<file path="config.mk">
export PLATFORM = sky130hd
export DESIGN_NAME = mc_control_unit
export DESIGN_NICKNAME = d
export VERILOG_FILES = /design/src/rtl/mc_cpu_pkg.sv /design/src/rtl/mc_wait_counter.sv /design/src/rtl/mc_control_unit.sv
export SDC_FILE = /design/constraint.sdc
export NUM_CORES = 1
export LEC_CHECK = 0
export ABC_CLOCK_PERIOD_IN_PS = 1900
export CORE_MARGIN = 1
export CORE_UTILIZATION = 45
export CTS_BUF_LIST = sky130_fd_sc_hd__clkbuf_4 sky130_fd_sc_hd__clkbuf_8
export CTS_CLUSTER_DIAMETER = 50
export DETAILED_ROUTE_END_ITERATION = 8
export MAX_ROUTING_LAYER = met4
export PLACE_DENSITY = 0.88
export SLEW_MARGIN = 25
export SYNTH_ARGS = -nofsm -noshare
export SYNTH_HDL_FRONTEND = slang
export SYNTH_SLANG_ARGS = --single-unit
export TNS_END_PERCENT = 100
</file>
<file path="constraint.sdc">
create_clock -name clk -period 1.9 [get_ports clk]
set_input_delay 0.475 -clock clk [delete_from_list [all_inputs] [get_ports clk]]
set_output_delay 0.475 -clock clk [all_outputs]
set_load 0.05 [all_outputs]
</file>
<file path="src/rtl/mc_cpu_pkg.sv">
// Shared encodings for the multicycle CPU control path: FSM states, opcode
// classes, ALU function codes and datapath mux selects.
package mc_cpu_pkg;

  localparam int STATE_W = 4;
  typedef logic [STATE_W-1:0] state_t;

  localparam state_t S_IDLE   = 4'd0;
  localparam state_t S_FETCH  = 4'd1;
  localparam state_t S_DECODE = 4'd2;
  localparam state_t S_EXEC_R = 4'd3;
  localparam state_t S_EXEC_I = 4'd4;
  localparam state_t S_WB_ALU = 4'd5;
  localparam state_t S_ADDR   = 4'd6;
  localparam state_t S_MEMRD  = 4'd7;
  localparam state_t S_WB_MEM = 4'd8;
  localparam state_t S_MEMWR  = 4'd9;
  localparam state_t S_BRANCH = 4'd10;
  localparam state_t S_JUMP   = 4'd11;
  localparam state_t S_HOLD   = 4'd12;
  localparam state_t S_HALT   = 4'd13;

  // Opcode class field (top three opcode bits)
  localparam logic [2:0] CLS_R   = 3'b000;
  localparam logic [2:0] CLS_I   = 3'b001;
  localparam logic [2:0] CLS_LW  = 3'b010;
  localparam logic [2:0] CLS_SW  = 3'b011;
  localparam logic [2:0] CLS_BEQ = 3'b100;
  localparam logic [2:0] CLS_BNE = 3'b101;
  localparam logic [2:0] CLS_J   = 3'b110;
  localparam logic [2:0] CLS_SYS = 3'b111;
  localparam logic [2:0] FN_HALT = 3'b111;

  localparam logic [2:0] ALU_ADD = 3'b010;
  localparam logic [2:0] ALU_SUB = 3'b011;

  localparam logic [1:0] SRCB_B    = 2'b00;
  localparam logic [1:0] SRCB_ONE  = 2'b01;
  localparam logic [1:0] SRCB_IMM  = 2'b10;

  localparam logic [1:0] PCS_ALU    = 2'b00;
  localparam logic [1:0] PCS_ALUOUT = 2'b01;
  localparam logic [1:0] PCS_JUMP   = 2'b10;

endpackage

</file>
<file path="src/rtl/mc_wait_counter.sv">
// Memory wait-state counter: counts 0..MEM_LAT-1 while run is high and
// flags the final cycle; returns to zero whenever the memory state is left.
module mc_wait_counter #(
  parameter int MEM_LAT = 1
) (
  input  logic clk,
  input  logic rst_n,
  input  logic run,
  output logic last
);

  localparam int CW = (MEM_LAT > 1) ? $clog2(MEM_LAT) : 1;
  localparam logic [CW-1:0] LAST_CNT = CW'(MEM_LAT - 1);

  logic [CW-1:0] cnt;

  assign last = run && (cnt == LAST_CNT);

  // NOTE: sequential state uses non-blocking assignments so every flop samples pre-edge values.
  always_ff @(posedge clk or negedge rst_n) begin
    if (!rst_n)
      cnt <= '0;
    else if (run && !last)
      cnt <= cnt + CW'(1);
    else
      cnt <= '0;
  end

endmodule

</file>
<file path="src/rtl/mc_control_unit.sv">
// Multicycle control FSM: sequences fetch/decode/execute and drives the
// datapath control word from the opcode and the ALU zero flag.
module mc_control_unit
  import mc_cpu_pkg::*;
#(
  parameter int OPCODE_W = 6,
  parameter int ALUOP_W  = 3,
  parameter int MEM_LAT  = 1,
  parameter int STEP_EN  = 0
) (
  input  logic                clk,
  input  logic                reset,
  input  logic [OPCODE_W-1:0] Opcode,
  input  logic                zero,
  input  logic                step,
  output logic [ALUOP_W-1:0]  ALUOp,
  output logic                ALUSrcA,
  output logic [1:0]          ALUSrcB,
  output logic                MemToReg,
  output logic [1:0]          PCSource,
  output logic                IRWrite,
  output logic                MemWrite,
  output logic                PCWrite,
  output logic                PCWriteCond,
  output logic                RegWrite,
  output logic                instr_done,
  output logic                illegal,
  output logic                halted
);

  state_t     state, state_nxt, done_nxt;
  logic       illegal_set;
  logic       mem_state, wait_last;
  logic [2:0] cls, fn;

  assign cls       = Opcode[OPCODE_W-1 -: 3];
  assign fn        = Opcode[2:0];
  assign mem_state = (state == S_FETCH) || (state == S_MEMRD) || (state == S_MEMWR);
  assign done_nxt  = (STEP_EN != 0) ? S_HOLD : S_FETCH;

  mc_wait_counter #(.MEM_LAT(MEM_LAT)) u_wait (
    .clk   (clk),
    .rst_n (reset),
    .run   (mem_state),
    .last  (wait_last)
  );

  // NOTE: every always_comb output gets a default first so no path infers a latch.
  always_comb begin
    state_nxt   = state;
    illegal_set = 1'b0;
    case (state)
      S_IDLE:   state_nxt = S_FETCH;
      S_FETCH:  if (wait_last) state_nxt = S_DECODE;
      S_DECODE: begin
        case (cls)
          CLS_R:           state_nxt = S_EXEC_R;
          CLS_I:           state_nxt = S_EXEC_I;
          CLS_LW, CLS_SW:  state_nxt = S_ADDR;
          CLS_BEQ, CLS_BNE: state_nxt = S_BRANCH;
          CLS_J:           state_nxt = S_JUMP;
          default: begin
            if (fn == FN_HALT) begin
              state_nxt = S_HALT;
            end else begin
              illegal_set = 1'b1;
              state_nxt   = S_FETCH;
            end
          end
        endcase
      end
      S_EXEC_R, S_EXEC_I: state_nxt = S_WB_ALU;
      S_ADDR:   state_nxt = (cls == CLS_SW) ? S_MEMWR : S_MEMRD;
      S_MEMRD:  if (wait_last) state_nxt = S_WB_MEM;
      S_MEMWR:  if (wait_last) state_nxt = done_nxt;
      S_WB_ALU, S_WB_MEM, S_BRANCH, S_JUMP: state_nxt = done_nxt;
      S_HOLD:   if (step) state_nxt = S_FETCH;
      S_HALT:   state_nxt = S_HALT;
      default:  state_nxt = S_IDLE;
    endcase
  end

  always_ff @(posedge clk or negedge reset) begin
    if (!reset) begin
      state   <= S_IDLE;
      illegal <= 1'b0;
    end else begin
      state <= state_nxt;
      if (illegal_set) illegal <= 1'b1;
    end
  end

  // Control word is Moore except the branch write, which folds in zero.
  always_comb begin
    ALUOp       = '0;
    ALUSrcA     = 1'b0;
    ALUSrcB     = SRCB_B;
    MemToReg    = 1'b0;
    PCSource    = PCS_ALU;
    IRWrite     = 1'b0;
    MemWrite    = 1'b0;
    PCWrite     = 1'b0;
    PCWriteCond = 1'b0;
    RegWrite    = 1'b0;
    instr_done  = 1'b0;
    case (state)
      S_FETCH: begin
        ALUOp   = ALUOP_W'(ALU_ADD);
        ALUSrcB = SRCB_ONE;
        IRWrite = wait_last;
        PCWrite = wait_last;
      end
      S_DECODE: begin
        ALUOp   = ALUOP_W'(ALU_ADD);
        ALUSrcB = SRCB_IMM;
      end
      S_EXEC_R: begin
        ALUOp   = ALUOP_W'(fn);
        ALUSrcA = 1'b1;
        ALUSrcB = SRCB_B;
      end
      S_EXEC_I: begin
        ALUOp   = ALUOP_W'(fn);
        ALUSrcA = 1'b1;
        ALUSrcB = SRCB_IMM;
      end
      S_WB_ALU: begin
        RegWrite   = 1'b1;
        instr_done = 1'b1;
      end
      S_ADDR: begin
        ALUOp   = ALUOP_W'(ALU_ADD);
        ALUSrcA = 1'b1;
        ALUSrcB = SRCB_IMM;
      end
      S_WB_MEM: begin
        RegWrite   = 1'b1;
        MemToReg   = 1'b1;
        instr_done = 1'b1;
      end
      S_MEMWR: begin
        MemWrite   = wait_last;
        instr_done = wait_last;
      end
      S_BRANCH: begin
        ALUOp       = ALUOP_W'(ALU_SUB);
        ALUSrcA     = 1'b1;
        ALUSrcB     = SRCB_B;
        PCSource    = PCS_ALUOUT;
        PCWriteCond = (cls == CLS_BNE) ? !zero : zero;
        instr_done  = 1'b1;
      end
      S_JUMP: begin
        PCWrite    = 1'b1;
        PCSource   = PCS_JUMP;
        instr_done = 1'b1;
      end
      default: ;
    endcase
  end

  assign halted = (state == S_HALT);

endmodule

</file>
==> results of run 1 <==
-- through the flow --
stage	util	instances
floorplan	-	105
global placement	0.874	153
detailed placement	0.874	153
-- logic make-up after synthesis --
logic type / count (synthesis)
other: 1
and+or+nand+nor: 46
xor gates and xnor gates: 4
buffers and inverters: 13
AOI/OAI and AO/OA: 34
DFF: 6
muxes: 1
==> results.cfg, run 1 <==
[synthesis]
synth_edf_count = 0
synthCells = 105
synth_compound_area_frac = 0.303
syn_area_per_cell_um2 = 7.36
netlist_top_cells_area = dfrtp_1 (19%), o22ai_1 (5.7%), nor3_1 (5.2%)
synth_top_area_frac = 0.194
synth_xor_area_frac = 0.0453
async_reset_ff_frac = 1.00
yosys.area_share.simple = 0.346
syn_area_um2 = 773
synthMuxAreaShare = 0.0146
ys.flop_type = dfrtp_1
synth_seq_cells = 6
synthAdderAreaFrac = 0
ys_types = 41
yosysWarnings = 0
synth_common_cells = nand2_1 (8), nor3_1 (8), o22ai_1 (7)
synth_top_cell_by_area = dfrtp_1
synth_top_family_by_area = simple AND/OR/NAND/NOR gates
synth_fp_nets = 115
yosysSeqAreaShare = 0.194

[floorplan]
ios = 27
initial_core_util = 0.496
rows = 14
die_w_um = 43.5
dieHeight_um = 43.5

[clock_network]
clockBufferDepth = 2
cts-hold-fix-buffers = 0
postCtsSetupRepairBufs = 8
cts_buffers = 3
cts_repair_resize_count = 38
cts-root-buf = clkbuf_4
htreeDepth = 1
cts_sinks = 6

[placement]
dp_hpwl_mm = 1.98
dp_slack_ns = -0.241
place_congestion = 0.918
placed_area_um2 = 1360
io_buffers = 26

[status]
status = aborted with a tool error
lastStage = 4_1_cts
first-error = [ERROR DPL-0038] Utilization greater than 100%, impossible to legalize
==> run 2, diff against run 1 <==
--- a/config.mk
+++ b/config.mk
@@ -6,13 +6,10 @@
 export NUM_CORES = 1
 export LEC_CHECK = 0
 export ABC_CLOCK_PERIOD_IN_PS = 1900
-export CORE_MARGIN = 1
-export CORE_UTILIZATION = 45
-export CTS_BUF_LIST = sky130_fd_sc_hd__clkbuf_4 sky130_fd_sc_hd__clkbuf_8
-export CTS_CLUSTER_DIAMETER = 50
+export CORE_AREA = 2 2 63 65
 export DETAILED_ROUTE_END_ITERATION = 8
-export MAX_ROUTING_LAYER = met4
-export PLACE_DENSITY = 0.88
+export DIE_AREA = 0 0 65 67
+export PLACE_DENSITY_LB_ADDON = 0.15
 export SLEW_MARGIN = 25
 export SYNTH_ARGS = -nofsm -noshare
 export SYNTH_HDL_FRONTEND = slang
==> run 2 against run 1 <==
  * The flow now finishes, with violations (negative setup slack)
  * Synthesized cell count is the same
  * Area after synthesis is the same
==> results.cfg, run 2 <==
[clock_network]
tritoncts = done
cts.clk_slew.worst_paths_ns = 0.03
htreeDepth = 1
cts-hold-fix-buffers = 0
cts_buffers = 3
clk_latency_ns = 0.22
cts-root-buf = clkbuf_8
clockBufferDepth = 2
cts_sinks = 6

[final_layout]
final_util = 0.464
fin_nets = 167
fillCellCount = 337
final_layout_size_suffix_gt1_frac = 0.555
regMostFlops = state
largestRegisters = state (4), illegal (1), u_wait.cnt (1)
syn_to_final_growth_pct = 117
final_common_cell = buf_4
final_cell_mix = buf_4 (26), buf_12 (18), nand2_1 (8)
largest_reg_flops = 4
diodes = 0

[synthesis]
synth_seq_cells = 6
synthCells = 105
ys_types = 41
synth_edf_count = 0
yosysWarnings = 0
async_reset_ff_frac = 1.00
yosysSeqAreaShare = 0.194
syn_area_um2 = 773
synth_top_area_frac = 0.194
ys.flop_type = dfrtp_1
synth_top_cell_by_area = dfrtp_1
synth_common_cells = nand2_1 (8), nor3_1 (8), o22ai_1 (7)
synth_fp_nets = 115
syn_area_per_cell_um2 = 7.36
netlist_top_cells_area = dfrtp_1 (19%), o22ai_1 (5.7%), nor3_1 (5.2%)

[min_path]
holdPathEnd = illegal$_DFFE_PN0P_
worstHoldPathType = reg2reg
holdPathStages = 1
min-delay-start = illegal$_DFFE_PN0P_

[timing]
finClkSkew_ns = 0.000634
slew_violations = 0
hold_viol_final = 0
max_freq_ghz = 0.509
rsz0062_at_grt = true
finalSetupViolCount = 2
fin_crit_sh = 1.03
worst_slack_ns = -0.0652
period_needed_ns = 1.97

[floorplan]
initial_core_util = 0.214
dieArea_um2 = 4360
rows = 22
dieHeight_um = 67
die_w_um = 65
ios = 27
core_area_um2 = 3610

[grt]
grt_pass1_vias = 909
track_usage = 0.122
grt_max_degree = 14
antenna_found_initial = 0
grt_overflow = 0
grt_pass1_wl_mm = 4.29

[setup_path]
reg2reg_from = state[2]$_DFFE_PN0P_
critPathLaunch = state[2]$_DFFE_PN0P_
r2r-end = state[0]$_DFFE_PN0P_
r2r_setup_slack_ns = 0.22
cp-end-kind = output pin
reg2reg_depth = 7
crit_path_max_fanout = 5
worstSetupPathType = reg2out
arrival_ns = 1.49
cp.required_ns = 1.42
crit_path_start_kind = register

[status]
failed_checks = negative setup slack
status = finished, violations left

[drt]
drc = 0
post_drt_wl_per_cell_um = 12.7
first_pass_iters = 4
vias_per_cell = 4.78
first_iter_violations = 35
wirelength_mm = 2.58
vias = 971
ant_nets = 0

[placement]
place_congestion = 0.816
dp_slack_ns = -0.212
dp_hpwl_mm = 1.85
io_buffers = 26

[power]
leakage_nw = 0.701
powerDensity_nw_per_um2 = 1760
vdd_drop_max_uv = 750

[flow_run]
drv_cap = 0
## run 2: cell counts after synthesis
No cell type changed its count.
## run 2: cells by family after synthesis
family	share of synthesized area
XOR/XNOR	0.0453
flip-flops	0.194
multiplexers	0.0146
AO/OA/AOI/OAI	0.303
other	0.00485
buffers and inverters	0.0922
AND/OR/NAND/NOR	0.346
## run 2: metal layers
| metal | GRT usage | vias up | part of all wire |
|---|---|---|---|
| met2 | 0.205 | 18 | 0.52 |
| met3 | 0.0135 | 0 | 0.032 |
| met4 | 0.0239 | 0 | 0 |
| met5 | 0 | - | 0 |
| met1 | 0.168 | 469 | 0.44 |
| li1 | - | 484 | - |
## run 2: final cells by class
cell class | instances | area [um^2] | area share
inverters | 3 | 13.8 | 0.00822
multi-input cells | 86 | 709 | 0.424
clock buffers | 3 | 41.3 | 0.0247
flip-flops and latches | 6 | 156 | 0.0934
well taps | 48 | 60.1 | 0.0359
repair buffers | 57 | 693 | 0.414
## run 2: where the power goes
group / switching [mW] / internal (mW) / total, mW
combinational: 1.25 / 1.23 / 2.48
sequential: 0.102 / 0.182 / 0.284
clock: 0.0477 / 0.135 / 0.183
total: 1.40 / 1.54 / 2.95
## run 2: worst max-delay path by stage
stage,cells past startpoint,endpoint,slack (ns)
2_1_floorplan,5,ALUOp[1],-0.25
3_3_place_gp,6,ALUOp[1],-0.20
3_5_place_dp,6,ALUOp[1],-0.21
4_1_cts,4,ALUOp[2],-0.09
5_1_grt,4,ALUOp[2],-0.12
6_report,4,ALUOp[2],-0.07
## run 2: critical path, cell delays in order, from the launching register on
cell	delay (ns)
dfrtp_2	0.45
nand2b_4	0.18
mux2_4	0.27
nor3b_4	0.21
buf_12	0.16
## run 2: through the flow
| step | cells | instance area [um^2] | power (mW) | hold WS (ns) | setup TNS [ns] |
|---|---|---|---|---|---|
| 6_report | 203 | 1670 | 2.95 | 0.468 | -0.0992 |
| 5_1_grt | 203 | 1670 | 3.10 | 0.495 | -0.340 |
| 4_1_cts | 194 | 1550 | 2.73 | 0.470 | -0.281 |
| 3_5_place_dp | 186 | 1410 | 2.37 | 0.452 | -0.583 |
| 3_3_place_gp | 186 | 1410 | 2.37 | 0.454 | -0.551 |
| 2_1_floorplan | 105 | 858 | 1.53 | 0.179 | -0.877 |
## run 2: timing repair
action,in CTS,in global routing
setup endpoints to repair,13,13
resized for setup,22,10
pin swaps,6,9
buffers inserted,5,9
(Power assumes the default switching activity.)
==> run 3, diff against run 2 <==
--- a/config.mk
+++ b/config.mk
@@ -5,6 +5,7 @@
 export SDC_FILE = /design/constraint.sdc
 export NUM_CORES = 1
 export LEC_CHECK = 0
+export ABC_AREA = 1
 export ABC_CLOCK_PERIOD_IN_PS = 1900
 export CORE_AREA = 2 2 63 65
 export DETAILED_ROUTE_END_ITERATION = 8
==> run 3 against run 2 <==
  * The run still ends with negative setup slack left
  * Area after synthesis decreased by 20%
  * Clock-buffer cell count is the same
  * Via count fell by 15%
  * Global-route usage is 2.2 points lower
  * Total power shrank 9.1%
  * Synthesized cell count rose by 1.9%
  * Highest routed layer is now met4
==> results.cfg, run 3 <==
[flow_run]
drv_cap = 0

[final_layout]
final_layout_size_suffix_gt1_frac = 0.533
multi_input_area_um2 = 508
largest_reg_flops = 4
final_cell_mix = nand2_1 (24), buf_12 (15), buf_4 (15)
final_common_cell = nand2_1
largestRegisters = state (4), illegal (1), u_wait.cnt (1)
diodes = 0
fin_nets = 164
final_util = 0.385
regMostFlops = state
register_area_um2 = 154
fillCellCount = 381
layout.cells.non_filler = 200
finalInstanceArea_um2 = 1390
syn_to_final_growth_pct = 124

[setup_path]
crit_path_start_kind = register
crit_path_max_fanout = 5
arrival_ns = 1.48
worstSetupPathType = reg2out
crit_buf_inv = 2
worstPathCellList = buf_4 -> nor2_4 -> nand2_2 -> nand2_4 -> nand2_1 -> o211ai_1 -> clkbuf_16
slowest_stage = dfrtp_2
cp.required_ns = 1.42
cp-end-kind = output pin
critical_path.top_delay_family = flip-flops
crit_path_max_incr_delay_ns = 0.44

[timing]
slew_violations = 0
fin_setup_tns_ns = -0.155
finClkSkew_ns = 0.000848
hold_ws_ns = 0.469
period_needed_ns = 1.95
hold_viol_final = 0
rsz0062_at_grt = true
finalSetupViolCount = 4
max_freq_ghz = 0.512
fin_crit_sh = 1.03
worst_slack_ns = -0.0541

[synthesis]
synth_top_cell_by_area = dfrtp_1
synth_fp_nets = 117
yosysMostFrequentCell = nand2_1
ys_types = 20
synthCells = 107
synth_common_cells = nand2_1 (30), nor2_1 (14), nand3_1 (12)
synth_edf_count = 0
syn_area_per_cell_um2 = 5.78
yosysSeqAreaShare = 0.243
yosysWarnings = 0
netlist_top_cells_area = dfrtp_1 (24%), nand2_1 (18%), nand3_1 (9.7%)
synth_top_area_frac = 0.243
syn_area_um2 = 618
ys.flop_type = dfrtp_1
async_reset_ff_frac = 1.00
synth_seq_cells = 6

[status]
failed_checks = negative setup slack
status = finished, violations left

[floorplan]
dieArea_um2 = 4360
ios = 27
die_w_um = 65
core_area_um2 = 3610
rows = 22
dieHeight_um = 67
initial_core_util = 0.171

[clock_network]
cts_buffers = 3
cts_sinks = 6
htreeDepth = 1
cts-root-buf = clkbuf_8
clockBufferDepth = 2
cts.clk_slew.worst_paths_ns = 0.03
clk_latency_ns = 0.22
tritoncts = done
cts-hold-fix-buffers = 0

[drt]
vias = 826
vias_per_cell = 4.13
ant_nets = 0
first_pass_iters = 2
post_drt_wl_per_cell_um = 10.1
wirelength_mm = 2.02
drc = 0
first_iter_violations = 1

[power]
internal_power_mw = 1.30
power_switching_mw = 1.38
seqPwrFrac = 0.101
powerDensity_nw_per_um2 = 1930
p_clk_frac = 0.069
power_mw = 2.68
leakage_nw = 0.641
swShare = 0.516
vdd_drop_max_uv = 721
p_comb_frac = 0.830

[placement]
io_buffers = 26
placed_area_um2 = 1200
dp_slack_ns = -0.104
place_congestion = 0.807
dp_hpwl_mm = 1.73
dp.cells = 188

[grt]
antenna_found_initial = 0
track_usage = 0.0996
grt_overflow = 0
grt_max_degree = 7
grt_pass1_vias = 799
grt_pass1_wl_mm = 3.44

[min_path]
worstHoldPathType = reg2reg
[run 3: cell count changes after synthesis, moves of 4 or more]
cell | before | now
nor2_2 | 0 | 5
a21oi_1 | 6 | 2
o22ai_1 | 7 | 3
nor2_1 | 6 | 14
nand2_1 | 8 | 30
inv_2 | 1 | 9
buf_2 | 6 | 0
nor3_1 | 8 | 0
inv_1 | 2 | 11
nor2b_1 | 4 | 0
nand3_1 | 1 | 12
nand2b_1 | 6 | 0
buf_4 | 4 | 0
[run 3: kinds of logic after synthesis]
family                 Yosys count  synth area share
other                            1           0.00607
XOR/XNOR                         1            0.0142
AND/OR/NAND/NOR                 69             0.512
AO/OA/AOI/OAI                   10             0.103
flip-flops                       6             0.243
buffers and inverters           20             0.121
[run 3: path summary, 6_finish.rpt]
| check | from | endpoint | slack, ns | cells past startpoint |
|---|---|---|---|---|
| max in group asynchronous | reset | state[1]$_DFFE_PN0P_ | 1.19 | 1 |
| max reg2reg | state[0]$_DFFE_PN0P_ | state[2]$_DFFE_PN0P_ | 0.57 | 9 |
| min in group asynchronous | reset | u_wait.cnt$_DFF_PN0_ | 0.49 | 1 |
| min | illegal$_DFFE_PN0P_ | illegal$_DFFE_PN0P_ | 0.47 | 1 |
| max | state[2]$_DFFE_PN0P_ | ALUOp[1] | -0.05 | 7 |
| min reg2reg | illegal$_DFFE_PN0P_ | illegal$_DFFE_PN0P_ | 0.47 | 1 |
[run 3: metal layers]
layer  vias to the layer above  global-route usage  share of wire
li1                        423                   -              -
met2                        16               0.171           0.51
met5                         -                   0              0
met3                         2              0.0118          0.037
met1                       385               0.126           0.45
met4                         0              0.0399         0.0035
[run 3: power groups by stage]
stage,logic [mW],clock network (mW),registers (mW)
finish,2.22,0.184,0.272
global route,2.36,0.199,0.283
CTS,2.09,0.190,0.274
detailed placement,2.00,0,0.257
global placement,1.99,0,0.254
floorplan,1.10,0,0.290
[run 3: layout make-up]
class                           count  share of cell area
Sequential cell                     6               0.111
Inverter                           20              0.0559
Clock buffer                        3              0.0298
Timing Repair Buffer               42               0.394
Multi-Input combinational cell     81               0.366
Tap cell                           48              0.0433
[run 3: what timing repair did]
action                     in CTS  in global routing
pin swaps                       3                  5
setup endpoints to repair       9                 12
buffers inserted                4                  5
resized for setup              16                 15
